<file path="src/rtl/load_store_unit.sv">
// ============================================================================
// Module  : load_store_unit
// Brief   : MEM-stage load/store unit with sub-word loads and RMW sub-word
//           stores. Optional macro MISALIGN_TRAP_EN traps misaligned accesses.
// Revision: 1.0 - initial release
// ============================================================================
`default_nettype none

module load_store_unit #(
    parameter int DATA_WIDTH = 32,
    parameter int REG_BITS   = 5
) (
    input  logic                  clk,
    input  logic                  rst,
    input  logic                  req_valid,
    input  logic                  req_load,
    input  logic                  req_store,
    input  logic [2:0]            req_funct3,
    input  logic [DATA_WIDTH-1:0] req_addr,
    input  logic [DATA_WIDTH-1:0] req_wdata,
    input  logic [REG_BITS-1:0]   req_rd,
    output logic                  stall,
    output logic [DATA_WIDTH-1:0] dm_address,
    output logic [DATA_WIDTH-1:0] dm_wdata,
    output logic                  dm_memread,
    output logic                  dm_memwrite,
    input  logic [DATA_WIDTH-1:0] dm_rdata,
    output logic                  wb_valid,
    output logic [REG_BITS-1:0]   wb_rd,
    output logic [DATA_WIDTH-1:0] wb_data,
    output logic                  misalign
);

    typedef enum logic [0:0] {
        IDLE   = 1'b0,
        RMW_WR = 1'b1
    } state_t;

    state_t                  state_q, state_d;
    logic [DATA_WIDTH-1:0]   rmw_addr_q, rmw_addr_d;
    logic [DATA_WIDTH-1:0]   rmw_data_q, rmw_data_d;
    logic                    wb_valid_q, wb_valid_d;
    logic [REG_BITS-1:0]     wb_rd_q, wb_rd_d;
    logic [DATA_WIDTH-1:0]   wb_data_q, wb_data_d;
    logic                    misalign_q, misalign_d;

    logic                    acc_store, acc_load;
    logic                    is_byte, is_half, is_word, is_unsigned;
    logic                    trap;
    logic [1:0]              lane_off;
    logic [4:0]              lane_sh;
    logic [DATA_WIDTH-1:0]   aligned_addr, shifted, lane_mask, merged, load_ext;

    assign acc_store = req_valid & req_store;
    assign acc_load  = req_valid & req_load & ~req_store;

    // BU/HU codes only exist for loads; stores with funct3[2] set fall to word.
    assign is_byte     = (req_funct3 == 3'b000) | (acc_load & (req_funct3 == 3'b100));
    assign is_half     = (req_funct3 == 3'b001) | (acc_load & (req_funct3 == 3'b101));
    assign is_word     = ~is_byte & ~is_half;
    assign is_unsigned = req_funct3[2];

`ifdef MISALIGN_TRAP_EN
    assign trap = (is_half & req_addr[0]) | (is_word & (req_addr[1:0] != 2'b00));
`else
    assign trap = 1'b0;
`endif

    // Lane offset with forced alignment; a trapped access never uses it.
    assign lane_off     = is_byte ? req_addr[1:0] : (is_half ? {req_addr[1], 1'b0} : 2'b00);
    assign lane_sh      = {lane_off, 3'b000};
    assign aligned_addr = {req_addr[DATA_WIDTH-1:2], 2'b00};
    assign shifted      = dm_rdata >> lane_sh;
    assign lane_mask    = is_byte ? 32'h0000_00FF : 32'h0000_FFFF;
    assign merged       = (dm_rdata & ~(lane_mask << lane_sh)) | ((req_wdata & lane_mask) << lane_sh);

    always_comb begin
        load_ext = dm_rdata;
        if (is_byte)
            load_ext = {{24{~is_unsigned & shifted[7]}}, shifted[7:0]};
        else if (is_half)
            load_ext = {{16{~is_unsigned & shifted[15]}}, shifted[15:0]};
    end

    always_comb begin
        state_d     = state_q;
        rmw_addr_d  = rmw_addr_q;
        rmw_data_d  = rmw_data_q;
        wb_valid_d  = 1'b0;
        wb_rd_d     = wb_rd_q;
        wb_data_d   = wb_data_q;
        misalign_d  = 1'b0;
        dm_address  = '0;
        dm_wdata    = '0;
        dm_memread  = 1'b0;
        dm_memwrite = 1'b0;
        case (state_q)
            IDLE: begin
                if (acc_store) begin
                    if (trap) begin
                        misalign_d = 1'b1;
                    end else if (is_word) begin
                        dm_memwrite = 1'b1;
                        dm_address  = aligned_addr;
                        dm_wdata    = req_wdata;
                    end else begin
                        dm_memread = 1'b1;
                        dm_address = aligned_addr;
                        rmw_addr_d = aligned_addr;
                        rmw_data_d = merged;
                        state_d    = RMW_WR;
                    end
                end else if (acc_load) begin
                    if (trap) begin
                        misalign_d = 1'b1;
                    end else begin
                        dm_memread = 1'b1;
                        dm_address = aligned_addr;
                        wb_valid_d = 1'b1;
                        wb_rd_d    = req_rd;
                        wb_data_d  = load_ext;
                    end
                end
            end
            RMW_WR: begin
                dm_memwrite = 1'b1;
                dm_address  = rmw_addr_q;
                dm_wdata    = rmw_data_q;
                state_d     = IDLE;
            end
            default: state_d = IDLE;
        endcase
    end

    always_ff @(posedge clk or posedge rst) begin
        if (rst) begin
            state_q    <= IDLE;
            rmw_addr_q <= '0;
            rmw_data_q <= '0;
            wb_valid_q <= 1'b0;
            wb_rd_q    <= '0;
            wb_data_q  <= '0;
            misalign_q <= 1'b0;
        end else begin
            state_q    <= state_d;
            rmw_addr_q <= rmw_addr_d;
            rmw_data_q <= rmw_data_d;
            wb_valid_q <= wb_valid_d;
            wb_rd_q    <= wb_rd_d;
            wb_data_q  <= wb_data_d;
            misalign_q <= misalign_d;
        end
    end

    assign stall    = (state_q == RMW_WR);
    assign wb_valid = wb_valid_q;
    assign wb_rd    = wb_rd_q;
    assign wb_data  = wb_data_q;
    assign misalign = misalign_q;

endmodule

`default_nettype wire

</file>
<file path="config.mk">
export PLATFORM = sky130hd
export DESIGN_NAME = load_store_unit
export DESIGN_NICKNAME = d
export VERILOG_FILES = /design/src/rtl/load_store_unit.sv
export SDC_FILE = /design/constraint.sdc
export NUM_CORES = 1
export LEC_CHECK = 0
export BUFFER_PORTS_ARGS = -buffer_cell sky130_fd_sc_hd__buf_2
export CAP_MARGIN = 20
export CELL_PAD_IN_SITES_DETAIL_PLACEMENT = 0
export CELL_PAD_IN_SITES_GLOBAL_PLACEMENT = 1
export CORE_ASPECT_RATIO = 0.6
export CORE_UTILIZATION = 38
export CTS_BUF_LIST = sky130_fd_sc_hd__clkbuf_16
export CTS_CLUSTER_DIAMETER = 40
export CTS_CLUSTER_SIZE = 14
export DETAILED_ROUTE_END_ITERATION = 8
export PLACE_DENSITY = 0.94
export REMOVE_ABC_BUFFERS = 1
export SKIP_CTS_REPAIR_TIMING = 1
export SYNTH_ARGS = -nofsm -noshare
export SYNTH_HDL_FRONTEND = slang
export SYNTH_SLANG_ARGS = --single-unit
</file>
<file path="constraint.sdc">
create_clock -name clk -period 6.33 [get_ports clk]
set_input_delay 1.266 -clock clk [delete_from_list [all_inputs] [get_ports clk]]
set_output_delay 1.266 -clock clk [all_outputs]
set_load 0.005 [all_outputs]
</file>
==> results of run 1 <==
==> final cells by class <==
| cell class | instances | area [sq um] | share of cell area (%) |
|---|---|---|---|
| sequential | 101 | 2530 | 37.2 |
| clock inverter | 7 | 68.8 | 1.01 |
| tap | 192 | 240 | 3.54 |
| timing repair buffer | 217 | 1100 | 16.2 |
| clock buffer | 9 | 225 | 3.31 |
| multi-input combinational | 442 | 2580 | 38.0 |
| inverter | 11 | 50.0 | 0.737 |
==> critical path, stage by stage <==
cell and delay, ns:
buf_2 0.11, nand3b_4 0.16, or2_1 0.76, clkinv_2 0.87, a41oi_2 1.03, o21ai_0 0.22
==> stage by stage <==
stage	instance area, sq um	cells	hold WS, ns	setup slack, ns
after floorplan	5140	554	0.446	1.71
after global placement	6500	963	0.457	1.88
after detailed placement	6500	963	0.462	1.75
after CTS	6800	979	0.479	2.11
after global routing	6800	979	0.497	1.66
final	6800	979	0.476	2.06
==> cell families after synthesis <==
group / synth area share, %
AOI/OAI and AO/OA: 28.2
buffers and inverters: 5.48
DFF: 46.9
muxes: 3.16
other: 0.0696
and+or+nand+nor: 16.2
==> sequential cells by signal, indices dropped and copies added (netlist names) <==
register / cells
rmw_addr_q: 30
wb_valid: 1
stall: 1
wb_data: 32
rmw_data_q: 32
wb_rd: 5
==> report_power, final <==
| group | switching [W] | internal, W |
|---|---|---|
| clock network | 0.000246 | 0.000305 |
| logic | 0.000204 | 0.000173 |
| registers | 0.0000813 | 0.000772 |
==> cells in the mapped netlist (all sizes together) <==
| master | count |
|---|---|
| buf | 29 |
| and4bb | 1 |
| or3 | 1 |
| clkbuf | 16 |
| o2bb2ai | 8 |
| o31ai | 1 |
| a31oi | 1 |
| nand4 | 1 |
| conb | 1 |
| dfrtp | 101 |
| a21oi | 43 |
| a221oi | 7 |
| o21ai | 66 |
| a211o | 1 |
| mux2i | 17 |
| a2111oi | 1 |
| a22oi | 24 |
| nand3 | 2 |
| nand3b | 1 |
| o211ai | 1 |
| or3b | 1 |
| or2 | 3 |
| a41oi | 1 |
| clkinv | 2 |
| nand2 | 135 |
| nor3b | 1 |
| nor3 | 5 |
| nor2b | 3 |
| nand2b | 1 |
| a22o | 62 |
| inv | 9 |
| nor2 | 51 |
==> routing by layer <==
layer / share of wire, % / GRT usage, % / routed length [um] / up-vias
li1: - / - / - / 2495
met1: 49 / 36.9 / 8560 / 2527
met2: 42 / 35.2 / 7290 / 264
met3: 8.6 / 5.49 / 1500 / 15
met4: 0.74 / 4.98 / 129 / 2
met5: 0.057 / 0 / 10 / -
==> worst paths after layout <==
kind | from | endpoint | slack (ns) | cells after the start
hold reg to reg | wb_rd[3] | wb_rd[3] | 0.48 | 2
min in group asynchronous | rst | rmw_addr_q[22] | 1.06 | 2
setup reg to reg | stall | wb_data[26] | 2.91 | 4
max in group asynchronous | rst | wb_rd[2] | 4.20 | 3
hold / removal | wb_rd[3] | wb_rd[3] | 0.48 | 2
setup / recovery | req_store | wb_data[26] | 2.06 | 6
==> run metrics, run 1 <==
status completed; Lkg Pwr 3.54 nW; starting density of the core 39.2%; H-Tree Depth 3; relative slew slack 27.2%; Yosys cell types between 40 and 50; layout cell share with drive strength beyond 1 between 30% and 40%; Clock Latency Late Sink 0.34 ns; worst hold path class flip-flop to flip-flop; syn avg cell area 9.02 sq um; Critical Path RT 6.49 ns; die height about 94 um; fillers 1,350; Final Skew 0.0103 ns; synth warn 0; CTS buffer count 9; Crit Path Category input port to flip-flop; Final min period 4.27 ns; clock-pin slew on the worst setup and hold paths 0.07 ns; fin crit share approximately two thirds; routability cong. roughly 0.9; Post-Syn Instances 597; commonest non-fill, non-tap cell in the layout buf_2; Post-Syn Area 0.00539 sq mm; Critical Path Fanout Max 54; wire length per cell 17.9 um; core area 0.0137 sq mm; Slew Viols, Final 0; GRT overflow 0; Final HPWL DP between 10,000 and 15,000 um; Die X 156 um; Setup-failing EPs final 0; initial antenna violation count 1; final WL between 15,000 and 20,000 um; Synth top area share 46.9%; most frequent cells in the layout 211 x buf_2, 134 x nand2_1, 100 x dfrtp_1; first-pass iteration count of the detailed router 7; first-pass GRT wire length 26,900 um; sequential area share after synthesis between 40% and 50%; area growth from synthesis to layout 26.2%; RSZ-0062 raised after global routing false; final setup TNS 0 ns; Synth area leaders dfrtp_1 47%, a22o_1 10%, nand2_1 9.3%; Pwr Density 262 mW/mm^2; Max VDD drop 0.119 mV; I/O pins ~220; Initial DRC Count 343; Max-cap violations 0; Fmax 234 MHz; Crit path arrival time 4.43 ns; final net count around 900; largest net degree at the start of global routing 74; final core utilization 49.4%; synthesized flop and latch total slightly above 100; vias after detailed routing between 5k and 6k; GRT Resource Usage Total 24.4%; Buffers on Ports 211; maximum clock insertion buffer count 2; DRT antenna net count 0; final hold vios 0; critical path launch point type input port; Avg Vias per Cell 5.42; slew at the pin closest to its max-slew limit 1.09 ns; CP endpoint kind flip-flop; num rows 33; ANT cells 0; Yosys top cell by area dfrtp_1; die area 0.0147 sq mm; CTS root buf clkbuf_16; CTS tree done; # clock sinks 101; vias in the first global route 4,810; DRC 0; Power Total 0.00178 W
No activity file was read; power rests on OpenSTA's default activity.
==> run 2: changes to the inputs <==
Settings changed: ABC_AREA from default to 1, CORE_UTILIZATION 38 to 34, PLACE_DENSITY 0.94 to 0.89.
Clock period 6.33 ns to 4.28 ns, I/O delays scaled along.
==> run metrics, run 2 <==
CTS buffer count 9 (unchanged); Final min period 3.14 ns; commonest cells in the netlist 313 x nand2_1, 101 x dfrtp_1, 94 x o21ai_0, 66 x nor2_1, 45 x inv_1; final WL 19,200 um (+10%); CP cell instances buf_2 -> inv_1 -> nand3_2 -> nand2_1 -> nand3_1 -> o21ai_0 -> buf_2; Fmax 318 MHz; routability cong. 0.811 (-9.9%); vias in the first global route 5,065 (+5.3%); worst hold path class flip-flop to flip-flop; top-count cell post-synth nand2_1; Critical Path Fanout Max 30 (-44%); Post-Syn Area 0.00578 sq mm (+7.3%); first-pass iteration count of the detailed router 5 (-2); R2R Path Start stall; GRT Resource Usage Total 21.8% (-2.6 points); # clock sinks 101 (unchanged); num rows 36 (+9.1%); final hold vios 0 (unchanged); reg2reg end wb_data[16]; Critical Path End dm_address[6]; GRT overflow 0 (unchanged); Lkg Pwr 3.76 nW (+6.2%); Final Skew 0.00737 ns (-0.00296 ns); final net count 1,104 (+24%); Pwr Density 378 mW/mm^2 (+44%); CP max stage delay 0.72 ns (-0.31 ns); H-Tree Depth 3 (unchanged); FF-to-FF setup slack 1.83 ns (-1.08 ns); Max Used Layer met5; syn avg cell area 7.09 sq um (-21%); fin crit share 73.4%; layout cell share with drive strength beyond 1 27.8% (-5.6 points); commonest non-fill, non-tap cell in the layout nand2_1; starting density of the core 35.1% (-4.0 points); Yosys cell types 29 (-37%); Crit Path Category input port to primary output; Yosys top cell by area dfrtp_1; die area 0.0175 sq mm (+20%); Main synth FF type dfrtp_1; first-pass GRT wire length 29,100 um (+8.1%); most frequent cells in the layout 313 x nand2_1, 211 x buf_2, 101 x dfrtp_1; ys async rst share 100% (unchanged); DRT antenna net count 0 (unchanged); final setup TNS 0 ns (unchanged); initial antenna violation count 2 (+1); core area 0.0164 sq mm (+20%); Clock Latency Late Sink 0.35 ns (about the same); Avg Vias per Cell 4.81 (-11%); slowest CP cell nand2_1; CTS tree done; Buffers on Ports 211 (unchanged); status completed; CP startpoint req_store; die height 103 um (+9.3%); CP endpoint kind primary output; critical path launch point type input port; crit-path most repeated cell buf_2; wire length per cell 15.7 um (-12%); relative slew slack 38.9% (+12 points); R2R cell count 6 (+2); clock-pin slew on the worst setup and hold paths 0.07 ns (about the same); Setup-failing EPs final 0 (unchanged); Slew Viols, Final 0 (unchanged); Worst Hold Slack 0.476 ns (-0.000356 ns); Synth area leaders dfrtp_1 44%, nand2_1 20%, o21ai_0 8.1%; Final HPWL DP 13,800 um (+9.9%); Crit path arrival time 2.29 ns (-2.14 ns); synthesized flop and latch total 101 (unchanged); DRC 0 (unchanged); WL met2 7700 um (+5.5%); Synth top area share 43.7% (-3.2 points); sequential area share after synthesis 43.7% (-3.2 points); Critical Path RT 3.42 ns (-3.07 ns); Max VDD drop 0.233 mV (+96%); maximum clock insertion buffer count 2 (unchanged); Initial DRC Count 408 (+19%); number of flops mapped to enable cells by yosys 0 (unchanged); largest net degree at the start of global routing 66 (-11%); slew at the pin closest to its max-slew limit 0.914 ns (-0.178 ns); DRT met1 WL 9900 um (+16%); CTS root buf clkbuf_16; DR WL met3 1550 um (+3.1%); Post-Syn Instances 815 (+37%); RSZ-0062 raised after global routing false; synth warn 0 (unchanged); Max-cap violations 0 (unchanged); vias after detailed routing 5,911 (+11%); area growth from synthesis to layout 25.4%; Die X 170 um (+9.4%); I/O pins 215 (unchanged)
## run 2: cell count changes after synthesis, moves of 17 or more
| cell | previous run | this run |
|---|---|---|
| a21oi_2 | 0 | 18 |
| a22o_1 | 62 | 0 |
| o21ai_0 | 51 | 94 |
| clkbuf_1 | 16 | 33 |
| a22oi_1 | 24 | 0 |
| mux2i_1 | 17 | 0 |
| nand2_1 | 134 | 313 |
| nor2_1 | 48 | 66 |
| nand3_1 | 1 | 40 |
| a31oi_1 | 1 | 29 |
| a21oi_1 | 42 | 7 |
| inv_1 | 9 | 45 |
## run 2: metrics by stage
step                instance area (sq um)  setup slack [ns]  power, W  cells  util [%]
detailed placement                   6950              1.14   0.00193   1212      42.3
finish                               7240              1.14   0.00274   1229      44.1
CTS                                  7240              1.13   0.00276   1228      44.0
global route                         7240             0.938   0.00292   1228      44.0
global placement                     6950              1.19   0.00192   1212      42.3
floorplan                            5510             0.504   0.00162    761         -
## run 2: worst max-delay path: cells and delay by family
family | cells | cell delay, ns
AOI/OAI and AO/OA | 1 | 0.13
and+or+nand+nor | 3 | 0.98
buffers and inverters | 3 | 0.31
## run 2: worst min-delay path by stage
stage | cells after the start | end | start | slack [ns]
floorplan | 2 | wb_rd[0] | wb_rd[0] | 0.47
global placement | 2 | wb_rd[4] | wb_rd[4] | 0.45
detailed placement | 2 | wb_rd[1] | wb_rd[1] | 0.46
CTS | 2 | wb_rd[1] | wb_rd[1] | 0.48
global route | 2 | wb_rd[1] | wb_rd[1] | 0.52
finish | 2 | wb_rd[1] | wb_rd[1] | 0.48
## run 2: cell families (layout without fill, tap and decap cells)
group           after synthesis  count (layout)  synth area share [%]
compound gates              172             172                  17.5
other cells                   1               4                0.0649
simple gates                434             434                  30.6
buf+inv                     107             290                  8.12
flops                       101             101                  43.7
## run 2: layout make-up
| type | count | area [sq um] |
|---|---|---|
| Fill cell | 1733 | 9200 |
| Multi-Input combinational cell | 609 | 2800 |
| Sequential cell | 101 | 2530 |
| Timing Repair Buffer | 223 | 1150 |
| Tap cell | 228 | 285 |
| Clock buffer | 9 | 225 |
| Inverter | 51 | 194 |
| Clock inverter | 7 | 66.3 |
| Antenna cell | 1 | 2.50 |
## run 2: routing by layer
layer  vias to the layer above  GRT usage, %
met5                         -             0
met4                         2          2.91
met3                        12          5.53
met2                       201          30.7
met1                      2705          33.7
li1                       2991             -
## run 2: report_power, final
group          internal (W)  switching, W  leakage [nW]
Sequential          0.00116     0.0000949          1.17
Combinational      0.000271      0.000383          2.45
Clock              0.000410      0.000417         0.138
==> run 3: changes to the inputs <==
Settings changed: ABC_AREA 1 to 0, CORE_UTILIZATION 34 to 36, PLACE_DENSITY 0.89 to 0.9.
Clock period 4.28 ns to 3.3 ns, I/O delays scaled along.
==> run metrics, run 3 (same netlist as run 1, synthesis figures left out) <==
initial antenna violation count 2 (unchanged); Crit Path Category input port to primary output; routability cong. 0.884 (+9.0%); Power Total 0.00339 W (+24%); Avg Vias per Cell 5.38 (+12%); largest net degree at the start of global routing 102 (+55%); Die X 160 um (-6.1%); RSZ-0062 raised after global routing false; Crit path arrival time 2.22 ns (-0.07 ns); wire length per cell 18.0 um (+15%); area post-placement 0.00660 sq mm (-5.0%); Final min period roughly 2.9 ns; slowest CP cell buf_2; GRT overflow 0 (unchanged); most frequent cells in the layout 211 x buf_2, 134 x nand2_1, 100 x dfrtp_1; fin crit share ~87%; Max VDD drop 0.222 mV (-4.8%); die height 96.7 um (-6.1%); die area 0.0155 sq mm (-12%); worst hold path class input port to asynchronous set/reset pin; Cells after DPL 978 (-19%); DRT antenna net count 0 (unchanged); Final Skew 0.00818 ns (+0.000816 ns); first-pass iteration count of the detailed router 5 (unchanged); I/O pins 215 (unchanged); final setup TNS 0 ns (unchanged); fillers 1,464 (-16%); Max-cap violations 0 (unchanged); Critical Path Fanout Max 25 (-17%); Multi-input gate area 0.00258 sq mm (-7.7%); relative slew slack 47.7% (+8.8 points); Slew Viols, Final 0 (unchanged); Final HPWL DP 13,100 um (-4.8%); vias in the first global route 5,079 (+0.28%); CTS buffer count 9 (unchanged); FF/Latch Area 0.00253 sq mm (about the same); final net count 900 (-18%); crit-path most repeated cell buf_2; maximum clock insertion buffer count 2 (unchanged); CP max stage delay 0.40 ns (-0.32 ns); Setup-failing EPs final 0 (unchanged); Buffers on Ports 211 (unchanged); Lkg Pwr 3.60 nW (-4.4%); CTS tree done; clock-pin slew on the worst setup and hold paths 0.07 ns (about the same); CTS root buf clkbuf_16; final hold vios 0 (unchanged); DRC 0 (unchanged); slew at the pin closest to its max-slew limit 0.781 ns (-0.133 ns); commonest non-fill, non-tap cell in the layout buf_2; # clock sinks 101 (unchanged); fin area 0.00688 sq mm (-5.0%); starting density of the core 37.0% (+1.9 points); final WL 17,900 um (-7.1%); Layout Cells excl Fill 995 (-19%); layout cell share with drive strength beyond 1 34.3% (+6.5 points); num rows 34 (-5.6%); status completed; Worst Hold Slack 0.420 ns (-0.0564 ns); Fmax between 300 and 400 MHz; Pwr Density 493 mW/mm^2 (+30%); vias after detailed routing 5,353 (-9.4%); core area 0.0145 sq mm (-12%); CP cell instances buf_2 -> nor2_1 -> nor3_2 -> buf_4 -> a22o_1 -> buf_2; first-pass GRT wire length 28,600 um (-1.7%); critical path launch point type input port; H-Tree Depth 3 (unchanged); Initial DRC Count 297 (-27%); Clock Latency Late Sink 0.35 ns (about the same); GRT Resource Usage Total 23.8% (+2.0 points); Critical Path RT 2.64 ns (-0.78 ns); area growth from synthesis to layout 27.8%; CP endpoint kind primary output
==> run 3: changes by cell type in the layout (fill, tap and decap cells not counted), moves of 8 or more <==
cell	before	now
a21oi_1	7	42
a31oi_1	29	1
a21oi_2	18	0
mux2i_1	0	17
nand2_1	313	134
a22o_1	0	62
a22oi_1	0	24
o21ai_2	0	12
o2bb2ai_1	0	8
inv_1	44	9
nand3_1	40	1
o21ai_0	94	51
nor2_1	65	48
==> run 3: critical path: cells and delay by family <==
family / cells / cell delay [ns]
simple gates: 2 / 0.47
compound gates: 1 / 0.20
buf+inv: 3 / 0.88
==> run 3: path summary, 6_finish.rpt <==
check	from	endpoint	slack (ns)	cells after the start
worst max-delay path	req_funct3[1]	dm_wdata[11]	0.42	6
worst min-delay path	rst	rmw_addr_q[2]	0.42	3
worst max register to register	stall	rmw_data_q[13]	0.99	4
worst min register to register	rmw_addr_q[3]	rmw_addr_q[3]	0.48	2
max in group asynchronous	rst	stall	2.39	3
min in group clk	rmw_addr_q[3]	rmw_addr_q[3]	0.48	2
==> run 3: stage by stage <==
step | worst slack [ns] | util [%]
2_1_floorplan | -0.514 | -
3_3_place_gp | 0.554 | 45.4
3_5_place_dp | 0.460 | 45.4
4_1_cts | 0.459 | 47.3
5_1_grt | 0.322 | 47.3
6_report | 0.417 | 47.3
==> run 3: final cells by class <==
type / count / area share, %
Clock buffer: 9 / 3.27
Antenna cell: 1 / 0.0364
Sequential cell: 101 / 36.8
Tap cell: 198 / 3.60
Multi-Input combinational cell: 442 / 37.5
Timing Repair Buffer: 226 / 17.3
Inverter: 11 / 0.727
Clock inverter: 7 / 0.746
==> run 3: report_power, final <==
part	switching (W)	internal, W
Sequential	0.000159	0.00148
Clock	0.000496	0.000516
Combinational	0.000398	0.000340
==> run 3: metal layers <==
metal	vias up	track usage, %	share of wire [%]
met5	-	0	0
met4	0	4.32	0.61
met3	10	4.93	7.6
met2	233	34.7	41
met1	2599	36.3	51
li1	2511	-	-
